$ cat src/rtl/fir_tap_sequencer.sv
// Feeds the 16-tap MAC: keeps the sample delay line and coefficient file and
// streams TAPS back-to-back (x[n-k], h[k]) pairs for every accepted sample.
module fir_tap_sequencer #(
  parameter int TAPS = 16,
  parameter int DW   = 16,
  parameter int AW   = 4
) (
  input  logic          CLK,
  input  logic          ARST,
  input  logic          sample_valid,
  input  logic [DW-1:0] sample_in,
  output logic          sample_ready,
  input  logic          clear,
  input  logic          coef_wr_en,
  input  logic [AW-1:0] coef_wr_addr,
  input  logic [DW-1:0] coef_wr_data,
  output logic          coef_wr_err,
  output logic [DW-1:0] InData,
  output logic [DW-1:0] filterCoef,
  output logic          input_Valid,
  output logic          initialize,
  output logic          busy
);

  typedef enum logic {IDLE = 1'b0, RUN = 1'b1} state_t;

  state_t        state;
  logic [DW-1:0] dline  [TAPS];
  logic [DW-1:0] coef_q [TAPS];
  logic [AW-1:0] wp;
  logic [AW-1:0] base;
  logic [AW-1:0] k;
  logic [AW-1:0] k_nxt;
  logic          accept;
  logic          coef_ok;

  // Handshake: a sample transfers at a rising edge where sample_valid and
  // sample_ready are both high; sample_ready never depends on sample_valid.
  assign sample_ready = ~ARST & (state == IDLE) & ~clear;
  assign accept       = sample_valid & sample_ready;
  assign busy         = (state == RUN);
  assign coef_ok      = (state == IDLE) & ~accept;
  assign k_nxt        = k + 1'b1;

  always_ff @(posedge CLK or posedge ARST) begin
    if (ARST) begin
      state       <= IDLE;
      wp          <= '0;
      base        <= '0;
      k           <= '0;
      InData      <= '0;
      filterCoef  <= '0;
      input_Valid <= 1'b0;
      initialize  <= 1'b0;
      coef_wr_err <= 1'b0;
      for (int i = 0; i < TAPS; i++) begin
        dline[i]  <= '0;
        coef_q[i] <= '0;
      end
    end else begin
      coef_wr_err <= coef_wr_en & ~coef_ok;
      if (coef_wr_en & coef_ok) coef_q[coef_wr_addr] <= coef_wr_data;

      if (clear) begin
        for (int i = 0; i < TAPS; i++) dline[i] <= '0;
        wp          <= '0;
        k           <= '0;
        state       <= IDLE;
        input_Valid <= 1'b0;
        initialize  <= 1'b0;
      end else if (accept) begin
        // Tap 0 bypasses the delay line so the burst starts the next cycle.
        dline[wp]   <= sample_in;
        base        <= wp;
        wp          <= wp + 1'b1;
        k           <= '0;
        state       <= RUN;
        InData      <= sample_in;
        filterCoef  <= coef_q[0];
        input_Valid <= 1'b1;
        initialize  <= 1'b1;
      end else if (state == RUN) begin
        initialize <= 1'b0;
        if (k == AW'(TAPS - 1)) begin
          state       <= IDLE;
          input_Valid <= 1'b0;
        end else begin
          k           <= k_nxt;
          InData      <= dline[base - k_nxt];
          filterCoef  <= coef_q[k_nxt];
          input_Valid <= 1'b1;
        end
      end else begin
        input_Valid <= 1'b0;
        initialize  <= 1'b0;
      end
    end
  end

endmodule

$ cat config.mk
export PLATFORM = sky130hd
export DESIGN_NAME = fir_tap_sequencer
export DESIGN_NICKNAME = d
export VERILOG_FILES = /design/src/rtl/fir_tap_sequencer.sv
export SDC_FILE = /design/constraint.sdc
export NUM_CORES = 1
export LEC_CHECK = 0
export ABC_AREA = 1
export ABC_CLOCK_PERIOD_IN_PS = 23200
export CAP_MARGIN = 20
export CORE_MARGIN = 10
export CORE_UTILIZATION = 45
export CTS_CLUSTER_DIAMETER = 60
export CTS_CLUSTER_SIZE = 12
export DETAILED_ROUTE_END_ITERATION = 10
export GPL_ROUTABILITY_DRIVEN = 0
export PLACE_DENSITY_LB_ADDON = 0.15
export SLEW_MARGIN = 20
export SYNTH_ARGS = -nofsm -noshare
export SYNTH_HDL_FRONTEND = slang
export SYNTH_SLANG_ARGS = --single-unit
$ cat constraint.sdc
create_clock -name CLK -period 23.2 [get_ports CLK]
set_input_delay 3.48 -clock CLK [delete_from_list [all_inputs] [get_ports CLK]]
set_output_delay 3.48 -clock CLK [all_outputs]
set_load 0.02 [all_outputs]
==> run_results.csv, run 1 <==
group,metric,value,unit
die,die_width,261,um
synth,syn-cell-area,26100,um^2
place,placed_cells,3875,
timing,worstMarginPinSlew,1100,ps
synth,seq_area_frac_synth,53.6,%
drt,wirelength,80600,um
critical_path,critPathLaunchType,"primary input",
drt,via_count,22586,
clocking,cts_hold_buf,0,
final_layout,fillers,5534,
die,rows,88,
clocking,cts.sinks,559,
critical_path,endpoint_kind,"primary output",
die,die_h,261,um
clocking,cts_tree,"yes",
final_layout,nets,3216,
clocking,postCtsResizedCells,0,
die,die_area,68100,um^2
outcome,status,"complete, no violations",
pwr,p_per_area,113,nW/um^2
synth,ys_seq_elements,559,
timing,fin_setup_tns,0,ps
final_layout,multiInputGateArea,10200,um^2
die,start_util,45.3,%
clocking,cts.path.max_buffers,3,
timing,fmax,117,MHz
final_layout,regArea,14000,um^2
global_routing,grt_max_degree,186,
timing,hold_slack,480,ps
pwr,clkPwrFrac,25.3,%
critical_path,crit_fanout,5,
place,detailed_place_hpwl,47700,um
clocking,numCtsBuffers,54,
hold_path,hold_class,"reg -> reg",
die,ios,78,
synth,synth.distinct_cells,35,
drt,remaining_drc_errors,0,
pwr,p_comb_share,37.9,%
drt,ant_nets,0,
global_routing,grt_pass1_vias,22368,
pwr,p_total,3.25,mW
place,port-buffer-count,77,
timing,post-route-min-period,8530,ps
final_layout,final_cell_mix,"nand2_1 (815), dfrtp_1 (558), o21ai_0 (427)",
final_layout,antenna_cells,0,
global_routing,groute.usage.overall,23.6,%
timing,fin_crit_sh,36.8,%
final_layout,stdcell_count,3946,
critical_path,critPathKind,"in -> out",
timing,skew,35.8,ps
timing,rsz0062_at_grt,"false",
timing,final-setup-viol-count,0,
final_layout,drive_gt1_share,4.34,%
clocking,worst_skew_pair.late_latency,640,ps
clocking,cts_max_level,2,
timing,drv_slew,0,
global_routing,grt_pass1_wl,127000,um
timing,hold_violations,0,
pwr,swShare,40.0,%
global_routing,antenna_found_initial,0,
synth,syn_avg_cell_area,8.03,um^2
synth,ys.warnings.count,0,
drt,met3_wirelength,4600,um
pwr,p_int,1.95,mW
pwr,peakVddDrop,90.5,uV
synth,syn_inst,3252,
pwr,switchingPower,1.30,mW
drt,drt-met1-wl,33200,um
pwr,power.leakage,13.4,nW
drt,post_drt_via_cell_ratio,5.72,
final_layout,final_common_cell,"nand2_1",
pwr,p_seq_share,36.9,%
critical_path,critPathArrivalTime,5050,ps
global_routing,grt_overflow,0,
final_layout,area_growth,9.77,%
timing,slew-limit-headroom,26.7,%
drt,drtIter0Drc,2383,
drt,route.met2.wl,39900,um
die,core_area,57600,um^2
drt,topRoutingLayerUsed,"met4",
clocking,cts_root_buf,"clkbuf_16",
drt,post_drt_wl_per_cell,20.4,um
drt,first_pass_iters,6,
clocking,cts.clk_slew.worst_paths,60,ps
job,cap_violations,0,
clocking,postCtsSetupRepairBufs,0,
critical_path,cp.required,19720,ps
synth,syn_nets,3302,
[cell type report]
type	count	area share [%]
flip-flops and latches	559	48.8
multi-input cells	2196	35.6
clock buffers	64	5.12
repair buffers	105	3.52
well taps	765	3.34
inverters	250	3.33
clock inverters	7	0.275
[registers in the layout (all words and copies together), names as in the netlist]
signal       count
busy             1
filterCoef      16
dline          256
wp               4
base             4
coef_q         256
coef_wr_err      1
k                4
InData          16
initialize       1
[power by group through the flow]
| stage | Sequential [mW] | Clock [mW] | Combinational (mW) |
|---|---|---|---|
| after global placement | 1.21 | 0 | 1.21 |
| final | 1.20 | 0.821 | 1.23 |
| after global routing | 1.22 | 0.871 | 1.38 |
| after floorplan | 1.22 | 0 | 0.826 |
| after detailed placement | 1.21 | 0 | 1.22 |
| after CTS | 1.20 | 0.836 | 1.23 |
[worst max-delay path, stage by stage]
cell	delay (ps)
clkdlybuf4s50_1	630
nor3_2	280
clkdlybuf4s50_1	660
[logic make-up (layout without fill, tap and decap cells)]
group | count (synthesis) | after routing | share of synthesized area [%]
AND/OR/NAND/NOR | 1433 | 1433 | 22.7
AO/OA/AOI/OAI | 752 | 752 | 15.7
flip-flops | 559 | 559 | 53.6
buffers and inverters | 497 | 426 | 7.54
adder cells (fa/ha/maj) | 9 | 9 | 0.460
XOR/XNOR | 2 | 2 | 0.0959
[routing by layer]
| layer | GRT usage (%) | vias up |
|---|---|---|
| li1 | - | 10490 |
| met1 | 29.8 | 11101 |
| met2 | 40.3 | 839 |
| met3 | 3.00 | 156 |
| met4 | 9.62 | 0 |
| met5 | 0 | - |
[cells in the mapped netlist]
library cell / number / area, um^2
nand2_4: 1 / 11.3
nor2_1: 245 / 920
nand4_1: 1 / 6.26
nor4_1: 1 / 6.26
o21ai_1: 111 / 556
clkinv_1: 2 / 7.51
a31oi_1: 1 / 6.26
inv_2: 3 / 11.3
xor2_1: 1 / 8.76
o211ai_1: 64 / 480
fa_1: 1 / 20.0
o22ai_1: 128 / 801
nor3_4: 1 / 16.3
inv_4: 1 / 6.26
nand2_2: 12 / 75.1
buf_1: 30 / 113
inv_1: 244 / 916
xor2_2: 1 / 16.3
o21ai_0: 427 / 2140
clkbuf_1: 150 / 563
nand2_1: 820 / 3080
buf_4: 4 / 30.0
nand3_4: 1 / 17.5
buf_2: 62 / 310
dfrtp_1: 559 / 14000
a21oi_1: 20 / 100
nor2_2: 1 / 6.26
ha_1: 8 / 100
nor3_1: 1 / 5.00
nand3_1: 343 / 1720
nand3_2: 4 / 40.0
a22o_1: 1 / 8.76
nor3_2: 1 / 10.0
nand4_2: 1 / 12.5
buf_6: 1 / 11.3
[final timing paths]
| check | startpoint | to | slack (ps) | cells past startpoint |
|---|---|---|---|---|
| max | clear | sample_ready | 14670 | 3 |
| min | filterCoef[5] | filterCoef[5] | 480 | 2 |
| max reg2reg | k[0] | InData[13] | 18220 | 13 |
| min reg2reg | filterCoef[5] | filterCoef[5] | 480 | 2 |
| max in group asynchronous | ARST | dline[114] | 17330 | 4 |
| min in group asynchronous | ARST | coef_q[31] | 3460 | 2 |
[per-stage QoR]
step	area (um^2)	utilization, %	worst slack (ps)
floorplan	26100	-	4090
global placement	27100	47.0	14680
detailed placement	27100	47.1	14700
CTS	28700	49.8	14690
global route	28700	49.8	14660
finish	28700	49.8	14670
(Power assumes the default switching activity.)
==> run 2: changes to the inputs <==
Settings changed: ABC_CLOCK_PERIOD_IN_PS 23200 to 7900.
Clock period 23.2 ns to 7.9 ns, I/O delays scaled along.
==> run 2 against run 1 <==
Effect of this change:
- global-route usage grew 0.34 points
- final cell count shrank 0.25%
- clock power grew to 2.9 times the previous value
- clock skew shrank 11 ps
- register-to-register slack lost 15000 ps
- via count shrank 0.10%
- sequential share of layout area grew 0.088 points
- core utilization shrank 0.089 points
- critical path type is now reg -> reg
- critical endpoint is now InData[13]
==> run_results.csv, run 2 (synthesis results as in run 1) <==
group,metric,value,unit
critical_path,slowest_delay,700,ps
critical_path,critPathArrivalTime,5230,ps
timing,fin_ws,3230,ps
clocking,postCtsSetupRepairBufs,0,
global_routing,antenna_found_initial,0,
pwr,p_seq_share,36.8,%
clocking,cts_max_level,2,
drt,remaining_drc_errors,0,
clocking,worst_skew_pair.late_latency,630,ps
die,core_area,57600,um^2
final_layout,top_regs,"coef_q: 256 flops, dline: 256 flops",
drt,ant_nets,0,
critical_path,endpoint_kind,"register",
die,rows,88,
place,place_ws,2870,ps
hold_path,hold_class,"reg -> reg",
pwr,power.leakage,13.3,nW
timing,slew-limit-headroom,30.6,%
critical_path,cp.required,8450,ps
global_routing,grt_pass1_vias,22006,
clocking,cts_root_buf,"clkbuf_16",
job,cap_violations,0,
pwr,p_per_area,334,nW/um^2
timing,rsz0062_at_grt,"false",
final_layout,area_growth,9.57,%
critical_path,critPathKind,"reg -> reg",
place,placed_cell_area,27100,um^2
final_layout,drive_gt1_share,4.10,%
die,die_h,261,um
outcome,status,"complete, no violations",
drt,drtIter0Drc,2279,
place,detailed_place_hpwl,49900,um
final_layout,fillers,5656,
clocking,cts.path.max_buffers,3,
die,die_width,261,um
drt,post_drt_via_cell_ratio,5.73,
critical_path,path_buf_inv,6,
final_layout,postLayoutCellArea,28600,um^2
timing,fmax,214,MHz
global_routing,grt_overflow,0,
timing,drv_slew,0,
timing,final-setup-viol-count,0,
critical_path,cp_top_family,"buffers and inverters",
die,ios,78,
timing,skew,24.8,ps
pwr,clkPwrFrac,24.9,%
critical_path,critPathLaunchType,"register",
timing,fin_crit_sh,59.2,%
final_layout,final_cell_mix,"nand2_1 (812), dfrtp_1 (558), o21ai_0 (427)",
drt,wirelength,81700,um
timing,hold_slack,478,ps
critical_path,critPathSlowestCell,"inv_2",
clocking,cts.clk_slew.worst_paths,60,ps
final_layout,nets,3211,
clocking,cts_hold_buf,0,
clocking,postCtsResizedCells,0,
pwr,peakVddDrop,217,uV
clocking,cts.sinks,559,
timing,worstMarginPinSlew,1040,ps
global_routing,grt_pass1_wl,128000,um
global_routing,groute.usage.overall,23.9,%
final_layout,final_common_cell,"nand2_1",
pwr,p_total,9.57,mW
critical_path,crit_fanout,34,
clocking,numCtsBuffers,54,
pwr,swShare,40.3,%
clocking,cts_tree,"yes",
global_routing,grt_max_degree,164,
final_layout,antenna_cells,0,
timing,post-route-min-period,4670,ps
pwr,switchingPower,3.86,mW
die,die_area,68100,um^2
pwr,p_int,5.71,mW
final_layout,final_core_util,49.7,%
die,start_util,45.3,%
timing,hold_violations,0,
drt,post_drt_wl_per_cell,20.8,um
place,port-buffer-count,77,
critical_path,path_cells,"ha_4, xor2_4, buf_4, inv_2, ha_1, xor2_2, buf_4, inv_1, buf_4, nand2_1, nand2_1, inv_1, nand2_1, nand3_1, a21oi_1",
drt,first_pass_iters,6,
drt,via_count,22563,
pwr,p_comb_share,38.4,%
## run 2: cell types whose count changed in the layout (fill, tap and decap cells not counted), moves of 2 or more
| cell | change |
|---|---|
| clkinvlp_4 | +2 |
| nand2_1 | -3 |
| clkinv_2 | -3 |
| buf_4 | -6 |
| clkinv_8 | +2 |
| nand2_2 | +3 |
| clkbuf_8 | -7 |
## run 2: worst paths after layout
path	startpoint	end	slack, ps	cells after the start
worst min-delay path	coef_q[113]	coef_q[113]	480	2
max in group asynchronous	ARST	dline[5]	5020	4
worst max register to register	k[0]	InData[13]	3230	15
min in group asynchronous	ARST	coef_q[181]	1140	2
worst max-delay path	k[0]	InData[13]	3230	15
worst min register to register	coef_q[113]	coef_q[113]	480	2
## run 2: layer usage
layer  track usage (%)  wire [um]  vias up
li1                  -          -    10478
met1              30.3      33700    11130
met2              40.2      39600      790
met3              3.03       4790      165
met4              11.0       3600        0
met5                 0          0        -
## run 2: final cells by class
type	count	area, um^2	area share (%)
multi-input combinational	2196	10200	35.7
timing repair buffer	100	996	3.48
clock inverter	7	92.6	0.324
tap	765	957	3.35
sequential	559	14000	48.9
clock buffer	59	1400	4.90
inverter	250	951	3.32
## run 2: metrics by stage
step           TNS (ps)  cells
3_3_place_gp          0   3868
5_1_grt               0   3936
2_1_floorplan   -500160   3252
6_report              0   3936
4_1_cts               0   3934
3_5_place_dp          0   3868
## run 2: power by group through the flow
stage	sequential [mW]	clock [mW]	combinational (mW)
6_report	3.52	2.38	3.67
3_5_place_dp	3.56	0	3.64
4_1_cts	3.51	2.42	3.65
5_1_grt	3.57	2.53	4.08
2_1_floorplan	3.59	0	2.42
3_3_place_gp	3.55	0	3.62
## run 2: tightest hold or removal path, stage by stage, from the launching register on
cell,delay [ps]
dfrtp_1,340
nand2_1,50
o21ai_0,60
